--- src/rtl/score_tracker.sv ---
// Scores one chart note per window: the normalised played note must match the
// target for HOLD_CYCLES consecutive cycles; tracks streak, multiplier and score.
module score_tracker #(
   parameter int NOTE_W      = 4,
   parameter int NOTE_OFFSET = 1,
   parameter int NOTE_MIN    = 1,
   parameter int NOTE_MAX    = 13,
   parameter int HOLD_CYCLES = 4,
   parameter int SCORE_W     = 17,
   parameter int STREAK_W    = 8,
   parameter int STREAK_STEP = 8,
   parameter int MULT_MAX    = 4
) (
   input  logic                clk,
   input  logic                reset,
   input  logic                clear,
   input  logic [NOTE_W-1:0]   current_note,
   input  logic [NOTE_W-1:0]   correct_note,
   input  logic                note_strobe,
   output logic                hit,
   output logic                miss,
   output logic [SCORE_W-1:0]  score,
   output logic [STREAK_W-1:0] streak,
   output logic [3:0]          multiplier,
   output logic [NOTE_W-1:0]   note_played
);

   localparam int NOTE_RANGE = NOTE_MAX - NOTE_MIN + 1;

   typedef enum logic [1:0] {REST, WAIT, HOLD, SCORED} state_t;

   state_t              state_q, state_d;
   logic [NOTE_W-1:0]   target_q, target_d;
   logic [7:0]          hold_cnt_q, hold_cnt_d;
   logic                hit_q, hit_d;
   logic                miss_q, miss_d;
   logic [SCORE_W-1:0]  score_q, score_d;
   logic [STREAK_W-1:0] streak_q, streak_d;
   logic [3:0]          mult_q, mult_d;
   logic [NOTE_W-1:0]   note_q, note_d;

   logic [NOTE_W:0]     cur_ext;
   logic [NOTE_W:0]     norm_wide;
   logic [NOTE_W-1:0]   norm_note;
   logic                match;
   logic                do_score;
   logic [SCORE_W:0]    score_sum;
   logic [SCORE_W-1:0]  score_sat;
   logic [STREAK_W-1:0] streak_inc;
   logic [STREAK_W-1:0] streak_div;
   logic [3:0]          mult_next;

   // Low detector codes wrap to the top of the chart range instead of through zero.
   always_comb begin
      cur_ext   = {1'b0, current_note};
      norm_wide = '0;
      if (current_note == '0) begin
         norm_wide = '0;
      end else if (cur_ext < (NOTE_W+1)'(NOTE_MIN + NOTE_OFFSET)) begin
         norm_wide = cur_ext + (NOTE_W+1)'(NOTE_RANGE) - (NOTE_W+1)'(NOTE_OFFSET);
      end else begin
         norm_wide = cur_ext - (NOTE_W+1)'(NOTE_OFFSET);
      end
      norm_note = NOTE_W'(norm_wide);
      match     = (norm_note == target_q) && (target_q != '0);
   end

   // Multiplier follows the streak value that includes the hit being scored.
   always_comb begin
      score_sum  = {1'b0, score_q} + (SCORE_W+1)'(mult_q);
      score_sat  = score_sum[SCORE_W] ? {SCORE_W{1'b1}} : score_sum[SCORE_W-1:0];
      streak_inc = (streak_q == {STREAK_W{1'b1}}) ? streak_q : streak_q + 1'b1;
      streak_div = streak_inc / STREAK_W'(STREAK_STEP);
      if (streak_div >= STREAK_W'(MULT_MAX - 1)) begin
         mult_next = 4'(MULT_MAX);
      end else begin
         mult_next = 4'(streak_div) + 4'd1;
      end
   end

   always_comb begin
      state_d    = state_q;
      target_d   = target_q;
      hold_cnt_d = hold_cnt_q;
      hit_d      = 1'b0;
      miss_d     = 1'b0;
      score_d    = score_q;
      streak_d   = streak_q;
      mult_d     = mult_q;
      note_d     = norm_note;
      do_score   = 1'b0;

      if (clear) begin
         state_d    = REST;
         target_d   = '0;
         hold_cnt_d = '0;
         score_d    = '0;
         streak_d   = '0;
         mult_d     = 4'd1;
         note_d     = '0;
      end else if (note_strobe) begin
         target_d   = correct_note;
         hold_cnt_d = '0;
         state_d    = (correct_note == '0) ? REST : WAIT;
         if (state_q == WAIT || state_q == HOLD) begin
            miss_d   = 1'b1;
            streak_d = '0;
            mult_d   = 4'd1;
         end
      end else begin
         unique case (state_q)
            WAIT: begin
               if (match) begin
                  if (HOLD_CYCLES == 1) begin
                     do_score = 1'b1;
                  end else begin
                     state_d    = HOLD;
                     hold_cnt_d = 8'd1;
                  end
               end
            end
            HOLD: begin
               if (!match) begin
                  state_d    = WAIT;
                  hold_cnt_d = '0;
               end else if (hold_cnt_q == 8'(HOLD_CYCLES - 1)) begin
                  do_score = 1'b1;
               end else begin
                  hold_cnt_d = hold_cnt_q + 8'd1;
               end
            end
            default: begin
            end
         endcase

         if (do_score) begin
            state_d    = SCORED;
            hold_cnt_d = '0;
            hit_d      = 1'b1;
            score_d    = score_sat;
            streak_d   = streak_inc;
            mult_d     = mult_next;
         end
      end
   end

   always_ff @(posedge clk or negedge reset) begin
      if (!reset) begin
         state_q    <= REST;
         target_q   <= '0;
         hold_cnt_q <= '0;
         hit_q      <= 1'b0;
         miss_q     <= 1'b0;
         score_q    <= '0;
         streak_q   <= '0;
         mult_q     <= 4'd1;
         note_q     <= '0;
      end else begin
         state_q    <= state_d;
         target_q   <= target_d;
         hold_cnt_q <= hold_cnt_d;
         hit_q      <= hit_d;
         miss_q     <= miss_d;
         score_q    <= score_d;
         streak_q   <= streak_d;
         mult_q     <= mult_d;
         note_q     <= note_d;
      end
   end

   assign hit         = hit_q;
   assign miss        = miss_q;
   assign score       = score_q;
   assign streak      = streak_q;
   assign multiplier  = mult_q;
   assign note_played = note_q;

endmodule

--- config.mk ---
export PLATFORM = sky130hd
export DESIGN_NAME = score_tracker
export DESIGN_NICKNAME = d
export VERILOG_FILES = /design/src/rtl/score_tracker.sv
export SDC_FILE = /design/constraint.sdc
export NUM_CORES = 1
export LEC_CHECK = 0
export CAP_MARGIN = 20
export CORE_AREA = 2 2 83 85
export CTS_CLUSTER_SIZE = 25
export DETAILED_ROUTE_END_ITERATION = 8
export DIE_AREA = 0 0 85 87
export HOLD_SLACK_MARGIN = 0.12
export PLACE_DENSITY = 0.78
export SYNTH_ARGS = -nofsm -noshare
export SYNTH_HDL_FRONTEND = slang
export SYNTH_SLANG_ARGS = --single-unit
--- constraint.sdc ---
create_clock -name clk -period 2.69 [get_ports clk]
set_clock_uncertainty 0.05 [all_clocks]
set_input_delay 0.807 -clock clk [delete_from_list [all_inputs] [get_ports clk]]
set_output_delay 0.807 -clock clk [all_outputs]
set_load 0.02 [all_outputs]
==> results by group <==
Timing
  • Fmax: 329.2 MHz
  • Setup violators final: 40
  • Worst slew pin tran: ~0.56 ns
  • Final WS setup: -0.3477 ns
  • Hold Violations, Final: 0
  • Slew Limit Fails: 0
  • Max-slew headroom: a little over three fifths
  • Setup tns final: -11.27 ns
  • Unrepaired setup endpoints after global routing: true
  • Tmin final: between 3 and 4 ns
  • Final Cycle Share: 112.9%

Die
  • Initial core utilization: between 40% and 50%
  • Die X: about 85 um
  • Core footprint: between 6000 and 7000 um2
  • Die ar.: about 7400 um2
  • Core Rows: 30
  • Die Y: 87 um
  • Io pins: 47

Clock tree
  • CTS tree: built
  • Clock root buffer master: clkbuf_8
  • Max H-tree Level: 2
  • Clock slew at reported path FFs: 0.10 ns
  • CTS hold repair buffers: 0
  • Num CTS Buffers: 5
  • Insertion delay of the later-clocked pin in the worst-skew pair: between 0.3 and 0.4 ns
  • Clock tree buffer depth: 2
  • Clock sinks: 49

Power
  • P_int: around 1.1 mW
  • P per Cell Area: 339.7 nW/um2
  • Combinational power share: about a fifth
  • Leak: ~2 nW
  • Switching share of power: 29.40%
  • Reg power frac: around 50%
  • VDD IR-drop max: between 0.2 and 0.3 mV
  • Power Total: ~1.5 mW
  • Power share of the clock group: a little under a third
  • Switching power total: between 0.4 and 0.5 mW

Routing
  • Routed vias/inst: ~5.8
  • Routed Antenna Nets: 0
  • Drt first pass iters: 4
  • DRC viols: 0
  • Detailed Route Iter0 Violations: around 150
  • Via Count: 3132
  • DR WL/cell: about 16 um
  • Drt total wl: ~8800 um

Yosys
  • Ranking of synthesized cells by area: dfrtp_1 (39%), o21ai_0 (6.1%), ha_1 (4.8%)
  • Yosys reg bits: a little under 50
  • Sequential fraction of the synthesis area: around 39%
  • Syn nets: approximately 380
  • Cell taking the most area after synthesis: dfrtp_1
  • Asr flop ratio synth: 100.0%
  • Synth warn: 0
  • Post-synth top area share: 38.65%
  • Post-synth EDFFs: 0
  • Synthesized cell area: 3108 um2
  • Unique masters post-synth: 65
  • Most used DFF post-synth: dfrtp_1
  • Synth Instances: ~350
  • Mean Syn Cell Area: 8.804 um2

Global routing
  • GRT Total Usage: roughly a quarter
  • Largest net degree at the start of global routing: 38
  • GRT overflow: 0
  • Vias in the first global route: around 3.1k
  • Initial antenna violation count: 0
  • First-pass GRT wire length: roughly 15000 um

Layout
  • Register area: approximately 1200 um2
  • Nets@finish: a little under 500
  • Commonest non-fill, non-tap cell in the layout: buf_4
  • Commonest non-fill, non-tap cells in the layout: buf_4 (51), dfrtp_1 (48), clkdlybuf4s50_1 (41), nand2_1 (32), nor2_1 (28)
  • Layout area overhead: 44.89%
  • Final Util: between 60% and 70%
  • # fillers: 478
  • Area of the multi-input gates: ~2000 um2
  • ANT cells: 0
  • Share of cells above drive strength 1: ~28%

Job
  • Max Cap Viol: 0

Place
  • I/O Buffers: 46
  • Pre-CTS setup slack: -1.303 ns
  • Placer Congestion: ~0.86
  • Dpl hpwl: 5978 um

Critical path
  • Critical setup path kind: input port to flop
  • CP required: between 2 and 3 ns
  • CP Launch Type: input port
  • Crit end category: flop
  • Max FO, Critical Path: 6
  • Critical Path AT: roughly 3.2 ns

Run status
  • Failing checks: negative setup slack
  • Status: finished, violations left

Min path
  • Worst hold path type: input port to asynchronous set/reset pin
==> worst max-delay path, stage by stage <==
cell and delay, ns:
buf_12 0.11, inv_12 0.04, ha_4 0.19, or4b_4 0.53, a21boi_2 0.20, a2111oi_4 0.05
or4_4 0.47, o311ai_4 0.36, buf_6 0.18, buf_6 0.11, nand3_1 0.08, o21ai_0 0.09
==> synthesized netlist by cell type (all sizes together), types with 6 or more instances <==
library cell and instances:
nand3 14, and3 9, nor2b 6, o21a 7, clkbuf 8, mux2i 7
o311ai 10, nor2 29, o21ai 38, nand2b 8, a31oi 7, dfrtp 48
nand2 35, a21oi 14, inv 27, ha 12
==> through the flow <==
step	instances	area [um2]	hold slack [ns]
floorplan	353	3201	0.4510
global placement	517	4093	0.4746
detailed placement	517	4093	0.4765
CTS	536	4405	0.3333
global route	538	4503	0.3417
finish	538	4503	0.3283
==> path summary, 6_finish.rpt <==
| check | from | to | slack [ns] | cells past startpoint |
|---|---|---|---|---|
| max | current_note[3] | streak[4] | -0.35 | 12 |
| min | reset | note_played[3] | 0.33 | 1 |
| max reg2reg | hold_cnt_q[0] | streak[4] | -0.18 | 10 |
| min reg2reg | multiplier[3] | multiplier[3] | 0.49 | 2 |
| max in group asynchronous | reset | multiplier[0] | 1.71 | 2 |
| min in group clk | multiplier[3] | multiplier[3] | 0.49 | 2 |
==> routing by layer <==
layer  track usage [%]  part of all wire [%]  vias to the layer above
met5                 0                     0                        -
met4             6.926                   2.1                        0
met3             4.834                   4.7                       19
met2             43.96                    52                       88
met1             30.61                    42                     1532
li1                  -                     -                     1493
==> kinds of logic (layout without fill, tap and decap cells) <==
| family | Yosys count | in the layout | share of synthesized area, % |
|---|---|---|---|
| buffers and inverters | 39 | 144 | 4.991 |
| adder cells (fa/ha/maj) | 13 | 13 | 5.475 |
| AO/OA/AOI/OAI | 103 | 103 | 22.63 |
| AND/OR/NAND/NOR | 139 | 139 | 24.24 |
| multiplexers | 8 | 8 | 2.617 |
| XOR/XNOR | 2 | 2 | 0.5637 |
| flip-flops | 49 | 49 | 39.49 |
==> power groups by stage <==
| stage | sequential, mW | combinational [mW] | clock (mW) |
|---|---|---|---|
| 6_report | 0.758 | 0.307 | 0.465 |
| 5_1_grt | 0.759 | 0.330 | 0.505 |
| 4_1_cts | 0.757 | 0.288 | 0.475 |
| 3_5_place_dp | 0.771 | 0.258 | 0 |
| 3_3_place_gp | 0.771 | 0.253 | 0 |
| 2_1_floorplan | 0.777 | 0.129 | 0 |
==> area by class of cell <==
type	instances	area share, %
clock inverter	3	0.5557
timing repair buffer	108	21.78
inverter	27	2.751
tap	80	2.223
sequential	49	27.26
timing repair inverter	1	0.1945
multi-input combinational	265	43.71
clock buffer	5	1.528
==> registers in the layout, summed over array words and instances (netlist names) <==
name	cells
hit	1
hold_cnt_q	8
miss	1
multiplier	4
note_played	4
score	17
state_q	2
streak	8
target_q	4
==> timing repair <==
item                       in CTS  in global routing
setup endpoints to repair      40                 40
buffers inserted               10                  3
gates resized for setup        56                 17
pin swaps                      15                 12
cloned                          1                  0
(Power assumes the default switching activity.)
